===== config.mk =====
export PLATFORM = sky130hd
export DESIGN_NAME = bm_dag3_accum_flat
export DESIGN_NICKNAME = d
export VERILOG_FILES = /design/src/rtl/bm_dag3_accum_if.sv /design/src/rtl/bm_dag3_accum.sv /design/src/flat_wrapper.sv
export SDC_FILE = /design/constraint.sdc
export NUM_CORES = 1
export LEC_CHECK = 0
export ABC_AREA = 1
export CORE_ASPECT_RATIO = 0.75
export CORE_MARGIN = 5
export CORE_UTILIZATION = 50
export DETAILED_ROUTE_END_ITERATION = 6
export GPL_ROUTABILITY_DRIVEN = 0
export HOLD_SLACK_MARGIN = 0.15
export PLACE_DENSITY = 0.72
export SYNTH_ARGS = -nofsm -noshare
export SYNTH_HDL_FRONTEND = slang
export SYNTH_SLANG_ARGS = --single-unit

===== constraint.sdc =====
create_clock -name clock -period 2.11 [get_ports clock]
set_input_delay 0.422 -clock clock [delete_from_list [all_inputs] [get_ports clock]]
set_output_delay 0.422 -clock clock [all_outputs]
set_load 0.05 [all_outputs]

===== src/rtl/bm_dag3_accum_if.sv =====
// ---------------------------------------------------------------------------
// bm_dag3_accum_if
//
// Bundles the two streams of the windowed accumulator:
//   input stream  : in_valid / in_data / in_ready
//   output stream : out_valid / out_ready / out_sum / out_max / out_min / out_ovf
//   debug         : dbg_state (current FSM state, 0 = ACCUM, 1 = DONE)
//
// Handshake semantics (both streams): a transfer happens on the rising clock
// edge where valid && ready are both 1. The producer must hold valid and data
// stable until that edge; ready may be asserted or withdrawn freely and never
// depends combinationally on valid.
//
// Modports:
//   master : the environment (drives samples in, consumes results)
//   slave  : the accumulator
// ---------------------------------------------------------------------------
interface bm_dag3_accum_if #(
  parameter int BITS     = 2,
  parameter int ACC_BITS = 8
);
  logic                in_valid;
  logic [BITS-1:0]     in_data;
  logic                in_ready;
  logic                out_valid;
  logic                out_ready;
  logic [ACC_BITS-1:0] out_sum;
  logic [BITS-1:0]     out_max;
  logic [BITS-1:0]     out_min;
  logic                out_ovf;
  logic                dbg_state;

  modport master (
    output in_valid, in_data, out_ready,
    input  in_ready, out_valid, out_sum, out_max, out_min, out_ovf, dbg_state
  );

  modport slave (
    input  in_valid, in_data, out_ready,
    output in_ready, out_valid, out_sum, out_max, out_min, out_ovf, dbg_state
  );
endinterface


===== src/rtl/bm_dag3_accum.sv =====
// ---------------------------------------------------------------------------
// bm_dag3_accum
//
// Windowed result accumulator. It consumes one BITS-wide unsigned sample per
// accepted cycle, and after WINDOW samples it presents the window sum (modulo
// 2^ACC_BITS), the max, the min and a sticky overflow flag. One result is
// held at a time; while it is held, upstream sees in_ready = 0.
//
// Parameters:
//   BITS     : sample width
//   WINDOW   : samples per window (1..65535)
//   ACC_BITS : sum width (>= BITS)
//
// Ports:
//   clock    : rising-edge clock
//   reset_n  : asynchronous active-low reset
//   bus      : bm_dag3_accum_if.slave (input stream, output stream, dbg_state)
//
// Both in_ready and out_valid are decoded straight from the state register,
// so there is no combinational path from in_valid/out_ready to any output.
// ---------------------------------------------------------------------------
module bm_dag3_accum #(
  parameter int BITS     = 2,
  parameter int WINDOW   = 4,
  parameter int ACC_BITS = 8
) (
  input  logic           clock,
  input  logic           reset_n,
  bm_dag3_accum_if.slave bus
);

  localparam int               CNT_W    = (WINDOW > 1) ? $clog2(WINDOW) : 1;
  localparam logic [CNT_W-1:0] CNT_LAST = CNT_W'(WINDOW - 1);

  typedef enum logic {
    ACCUM = 1'b0,
    DONE  = 1'b1
  } state_t;

  state_t              state;
  logic [ACC_BITS-1:0] acc;
  logic [CNT_W-1:0]    cnt;
  logic                ovf_acc;
  logic [BITS-1:0]     cur_max;
  logic [BITS-1:0]     cur_min;

  logic [ACC_BITS-1:0] out_sum_q;
  logic [BITS-1:0]     out_max_q;
  logic [BITS-1:0]     out_min_q;
  logic                out_ovf_q;

  // Next-value datapath for the sample being offered this cycle.
  logic                accept;
  logic                last;
  logic [ACC_BITS:0]   sum_ext;
  logic                ovf_nxt;
  logic [BITS-1:0]     max_nxt;
  logic [BITS-1:0]     min_nxt;

  always_comb begin
    accept  = 1'b0;
    last    = 1'b0;
    sum_ext = '0;
    ovf_nxt = 1'b0;
    max_nxt = '0;
    min_nxt = '0;

    accept  = bus.in_valid && (state == ACCUM);
    last    = (cnt == CNT_LAST);

    // One extra bit catches the carry out of the ACC_BITS-wide sum.
    sum_ext = {1'b0, acc} + {{(ACC_BITS + 1 - BITS){1'b0}}, bus.in_data};
    ovf_nxt = ovf_acc | sum_ext[ACC_BITS];

    // The first sample of a window seeds max/min; older values are stale.
    if (cnt == '0) begin
      max_nxt = bus.in_data;
      min_nxt = bus.in_data;
    end else begin
      max_nxt = (bus.in_data > cur_max) ? bus.in_data : cur_max;
      min_nxt = (bus.in_data < cur_min) ? bus.in_data : cur_min;
    end
  end

  always_ff @(posedge clock or negedge reset_n) begin
    if (!reset_n) begin
      state     <= ACCUM;
      acc       <= '0;
      cnt       <= '0;
      ovf_acc   <= 1'b0;
      cur_max   <= '0;
      cur_min   <= '0;
      out_sum_q <= '0;
      out_max_q <= '0;
      out_min_q <= '0;
      out_ovf_q <= 1'b0;
    end else begin
      case (state)
        ACCUM: begin
          if (accept) begin
            cur_max <= max_nxt;
            cur_min <= min_nxt;
            if (last) begin
              // Window complete: publish including this sample, restart.
              out_sum_q <= sum_ext[ACC_BITS-1:0];
              out_max_q <= max_nxt;
              out_min_q <= min_nxt;
              out_ovf_q <= ovf_nxt;
              acc       <= '0;
              cnt       <= '0;
              ovf_acc   <= 1'b0;
              state     <= DONE;
            end else begin
              acc     <= sum_ext[ACC_BITS-1:0];
              cnt     <= cnt + CNT_W'(1);
              ovf_acc <= ovf_nxt;
            end
          end
        end
        DONE: begin
          // Result registers hold; the cycle after the handshake is the
          // earliest cycle in which a new sample can be accepted.
          if (bus.out_ready) begin
            state <= ACCUM;
          end
        end
        default: state <= ACCUM;
      endcase
    end
  end

  assign bus.in_ready  = (state == ACCUM);
  assign bus.out_valid = (state == DONE);
  assign bus.out_sum   = out_sum_q;
  assign bus.out_max   = out_max_q;
  assign bus.out_min   = out_min_q;
  assign bus.out_ovf   = out_ovf_q;
  assign bus.dbg_state = state;

endmodule


===== src/flat_wrapper.sv =====
// flat-port wrapper written by rule: the top's interface ports become plain ports
module bm_dag3_accum_flat 
#(
  parameter int BITS     = 2,
  parameter int WINDOW   = 4,
  parameter int ACC_BITS = 8
)
  (clock, reset_n, bus_in_valid, bus_in_data, bus_out_ready, bus_in_ready, bus_out_valid, bus_out_sum, bus_out_max, bus_out_min, bus_out_ovf, bus_dbg_state);
  bm_dag3_accum_if #(.BITS(BITS), .ACC_BITS(ACC_BITS)) bus_i ();
  input  logic clock;
  input  logic reset_n;
  input wire logic [$bits(bus_i.in_valid)-1:0] bus_in_valid;
  input wire logic [$bits(bus_i.in_data)-1:0] bus_in_data;
  input wire logic [$bits(bus_i.out_ready)-1:0] bus_out_ready;
  output wire logic [$bits(bus_i.in_ready)-1:0] bus_in_ready;
  output wire logic [$bits(bus_i.out_valid)-1:0] bus_out_valid;
  output wire logic [$bits(bus_i.out_sum)-1:0] bus_out_sum;
  output wire logic [$bits(bus_i.out_max)-1:0] bus_out_max;
  output wire logic [$bits(bus_i.out_min)-1:0] bus_out_min;
  output wire logic [$bits(bus_i.out_ovf)-1:0] bus_out_ovf;
  output wire logic [$bits(bus_i.dbg_state)-1:0] bus_dbg_state;
  assign bus_i.in_valid = bus_in_valid;
  assign bus_i.in_data = bus_in_data;
  assign bus_i.out_ready = bus_out_ready;
  assign bus_in_ready = bus_i.in_ready;
  assign bus_out_valid = bus_i.out_valid;
  assign bus_out_sum = bus_i.out_sum;
  assign bus_out_max = bus_i.out_max;
  assign bus_out_min = bus_i.out_min;
  assign bus_out_ovf = bus_i.out_ovf;
  assign bus_dbg_state = bus_i.dbg_state;
  bm_dag3_accum #(.BITS(BITS), .WINDOW(WINDOW), .ACC_BITS(ACC_BITS)) u_core (.clock(clock), .reset_n(reset_n), .bus(bus_i));
endmodule

# Yosys cells after proc, flatten, opt, wreduce, memory -nomap -nowiden
# Index checks and enable logic that the tools add are counted.
# totals
word_cells	32
inputBits	6
register_bits	29
out_inout_bits	16
# op_classes
bitwise	2
muxes	11
eq_ne	1
magnitude_cmp	2
reduce_logical	4
add_sub_neg	2
# op_table
op	count
$mux W2	5
$add A8 B2 Y9	1
$mux W8	1
$mux W1	4
$reduce_and A3 Y1	1
$add A2 B1 Y2 const B	1
$eq A2 B2 Y1 const B	1
$gt A2 B2 Y1	1
$logic_not A2 Y1	1
$lt A2 B2 Y1	1
$pmux W1 S2	1
$reduce_and A2 Y1	1
$logic_and A1 B1 Y1	1
$not A1 Y1	1
$or A1 B1 Y1	1

# Depth between registers and ports, before layout
# depth
ltp_word	4
ltp_mapped	9
depth_no_buf	9

# Worst setup path after synthesis
# No wires, ideal clock.
# synth_timing
path_kind	input -> register
start	input port bus_in_data[0]
end	register u_core.out_sum_q[4] (netlist: u_core.bus.out_sum[4])
path_slack_ns	0.529
path_stages	8
arrival_ns	1.463
required_time_ns	1.992
path_cell_list	ha_1 inv_1 fa_1 nor2_4 nand2_1 xnor2_1 nand2_1 nand2_1
# synth_via
elab_chain_len	1
# synth_rtl
item	line	source
from (decl)	flat_wrapper.sv:13	input wire logic [$bits(bus_i.in_data)-1:0] bus_in_data;
$add A8 B2 Y9	bm_dag3_accum.sv:72	sum_ext = {1'b0, acc} + {{(ACC_BITS + 1 - BITS){1'b0}}, bus.in_data};
to (signal assigned)	bm_dag3_accum.sv:105	out_sum_q <= sum_ext[ACC_BITS-1:0];
to (decl)	bm_dag3_accum.sv:47	logic [ACC_BITS-1:0] out_sum_q;
# Every way passes these cells.
# A chain may end at the register's enable or synchronous reset.

# Worst setup path in the final report
# layout_timing
start	register u_core.state (netlist: u_core.bus.dbg_state)
end	output port bus_in_ready
# layout_via
elab_chain_len	1
# layout_rtl
item	line	source
from (decl)	bm_dag3_accum.sv:40	state_t state;
from (signal assigned)	bm_dag3_accum.sv:87	state <= ACCUM;
from (signal assigned)	bm_dag3_accum.sv:112	state <= DONE;
from (signal assigned)	bm_dag3_accum.sv:124	state <= ACCUM;
$not A1 Y1 (no source line)	--	
to (decl)	flat_wrapper.sv:15	output wire logic [$bits(bus_i.in_ready)-1:0] bus_in_ready;
# Every way passes these cells.

==> results.json <==
{
  "status": "finished clean",
  "drive_above_1_share_pct": 11.9,
  "wl_mm": 3.19,
  "cts_sinks": 29,
  "track_usage_pct": 17.3,
  "utilization_pct": 65.1,
  "power.leakage_nw": 0.980,
  "cts-resized-gates": 0,
  "fmax_ghz": 0.504,
  "fillers": 235,
  "path_clk_slew_ns": 0.06,
  "die_h_um": 57.3,
  "drt_iter0_drc": 68,
  "drv_slew": 0,
  "syn_to_final_growth_pct": 26.4,
  "cts_hold_buf": 0,
  "grt_antenna_before_repair": 0,
  "peakVddDrop_v": 0.000983,
  "cts_made_buffers": 5,
  "cp-end-kind": "primary output",
  "synthMuxAreaShare_pct": 0,
  "synth_seq_cells": 29,
  "min_path_cells": 2,
  "grt_pass1_vias": 1172,
  "final-setup-viol-count": 0,
  "vias": 1206,
  "initial_utilization_pct": 51.5,
  "period_minus_slack_ns": 1.98,
  "instances_no_fill": 240,
  "die_w_um": 73.0,
  "synth-seq-area-share_pct": 48.7,
  "clockRootBuffer": "clkbuf_8",
  "antenna_cells": 0,
  "startpoint": "u_core.bus.dbg_state$_DFF_PN0_",
  "syn_inst": 173,
  "rr_worst_depth": 8,
  "reg2reg_to": "u_core.bus.out_sum[4]$_DFFE_PN0P_",
  "clock_latency_ns": 0.28,
  "slew_headroom_pct": 66.3,
  "htree_levels": 2,
  "avgViaCountPerCell": 5.03,
  "synth_warnings": 0,
  "hold_start": "u_core.bus.out_sum[7]$_DFFE_PN0P_",
  "rsz0062_at_grt": "false",
  "setup.worst_path.class": "reg -> out",
  "synth_top_cell_by_area": "dfrtp_1",
  "port_buffers": 21,
  "firstDrtPassIters": 4,
  "whs_endpoint": "u_core.bus.out_sum[7]$_DFFE_PN0P_",
  "seq_area_um2": 726,
  "avgSynthCellArea_um2": 8.61,
  "start_kind": "register",
  "syn_area_mm2": 0.00149,
  "finalHoldViolations": 0,
  "coreArea_mm2": 0.00289,
  "synthDistinctLibCells": 21,
  "synth-adder-area-share_pct": 8.90,
  "yosys-top-cells-area": "dfrtp_1 (49%), nand2_1 (16%), ha_1 (7.6%)",
  "synth_top_area_share_pct": 48.7,
  "rr_startpoint": "u_core.acc[0]$_DFFE_PN0P_",
  "synth_top_family_by_area": "simple AND/OR/NAND/NOR gates",
  "critPathArrivalTime_ns": 1.56,
  "grt-ovfl-total": 0,
  "yosys.area_share.xor_xnor_pct": 1.18,
  "r2r_slack_ns": 0.46,
  "p_per_area_mw_per_mm2": 1570,
  "drc": 0,
  "synth_compound_area_share_pct": 7.39,
  "io-pin-count": 22,
  "cts_buffer_depth": 2,
  "multi_input_area_um2": 659,
  "cts_tree": "built",
  "crit_fanout": 3,
  "tightest_slew_ns": 0.503,
  "die-area_mm2": 0.00418,
  "grt_first_pass_wirelength_mm": 5.51,
  "wire_per_inst_um": 13.3,
  "rows": 17,
  "crit_required_ns": 1.69,
  "hpwlAfterDp_mm": 2.32,
  "ant_nets": 0,
  "fin_nets": 217,
  "maxCapViolCount": 0,
  "grt_max_degree": 30,
  "period_share_pct": 94.0,
  "syn-num-nets": 189,
  "synth-simple-area-share_pct": 26.8,
  "dp.cells": 232,
  "cts_setup_buffers": 0,
  "finClkSkew_ns": 0.00296,
  "min_path_type": "reg -> reg"
}
[synth_stat cells, drive strengths merged]
cell type,count
nor2,4
o21ai,17
ha,9
buf,3
o21bai,1
nand2,68
xnor2,2
fa,1
inv,22
dfrtp,29
o31ai,1
nand3b,1
nand3,13
o22ai,1
nor2b,1
[layout make-up]
type                       instances  area share, %
clock inverter                     3           3.45
sequential                        29           38.5
timing repair buffer              24           12.4
tap                               38           2.52
multi-input combinational        119           35.0
clock buffer                       5           3.65
inverter                          22           4.52
[registers in the layout, indices dropped and copies added (netlist names)]
name and count:
u_core.bus.dbg_state 1, u_core.acc 8, u_core.cur_max 2, u_core.bus.out_sum 8, u_core.ovf_acc 1, u_core.bus.out_max 2, u_core.cnt 2, u_core.cur_min 2
u_core.bus.out_ovf 1, u_core.bus.out_min 2
[worst max-delay path, stage by stage, from the launching register on]
cell and delay, ns:
dfrtp_1 0.40, inv_2 0.09, clkdlybuf4s50_1 0.80
[stage by stage]
step | total power [W] | instance area, um^2 | setup TNS (ns) | setup WS (ns) | hold slack, ns
4_1_cts | 0.00297 | 1880 | 0 | 0.111 | 0.484
5_1_grt | 0.00316 | 1880 | 0 | 0.0447 | 0.503
6_report | 0.00296 | 1880 | 0 | 0.126 | 0.477
3_3_place_gp | 0.00222 | 1750 | -0.0797 | -0.0395 | 0.464
2_1_floorplan | 0.00187 | 1490 | 0 | 0.529 | 0.126
3_5_place_dp | 0.00227 | 1750 | -0.474 | -0.115 | 0.467
[how the worst max path moves through the flow]
| stage | endpoint | slack, ns | cells past startpoint |
|---|---|---|---|
| floorplan | u_core.bus.out_sum[4]$_DFFE_PN0P_ | 0.53 | 8 |
| global placement | u_core.bus.out_sum[4]$_DFFE_PN0P_ | -0.04 | 9 |
| detailed placement | u_core.acc[4]$_DFFE_PN0P_ | -0.11 | 9 |
| CTS | bus_in_ready | 0.11 | 2 |
| global route | u_core.acc[4]$_DFFE_PN0P_ | 0.04 | 9 |
| finish | bus_in_ready | 0.13 | 2 |
[layer usage]
metal  global-route usage, %  vias up  share of wire (%)
li1                        -      603                  -
met2                    25.1       36                 43
met5                       0        -                  0
met3                    4.75        7                7.0
met1                    23.6      560                 48
met4                    8.68        0                2.2
[layout by cell type, fill, tap and decap left out, types with 2 or more instances in the layout]
master | Yosys | routed
buf_4 | 2 | 3
bufinv_16 | 0 | 2
clkbuf_8 | 0 | 5
clkdlybuf4s50_1 | 0 | 21
dfrtp_1 | 29 | 29
ha_1 | 9 | 9
inv_1 | 18 | 18
inv_2 | 3 | 3
nand2_1 | 63 | 63
nand2_2 | 2 | 2
nand2_4 | 3 | 3
nand3_1 | 13 | 13
nor2_4 | 3 | 3
o21ai_0 | 17 | 17
xnor2_1 | 2 | 2
[where the power goes]
part	internal (W)	switching [W]	leakage [nW]
clock	0.000469	0.000214	0.0681
sequential	0.000771	0.000144	0.378
combinational	0.000448	0.000911	0.534
total	0.00169	0.00127	0.980
[kinds of logic (layout without fill, tap and decap cells)]
family,count (synthesis),in the layout
AOI/OAI and AO/OA,20,20
buffers and inverters,25,54
adders and majority gates,10,10
DFF,29,29
xor gates and xnor gates,2,2
and+or+nand+nor,87,87
No activity file was read; power rests on OpenSTA's default activity.
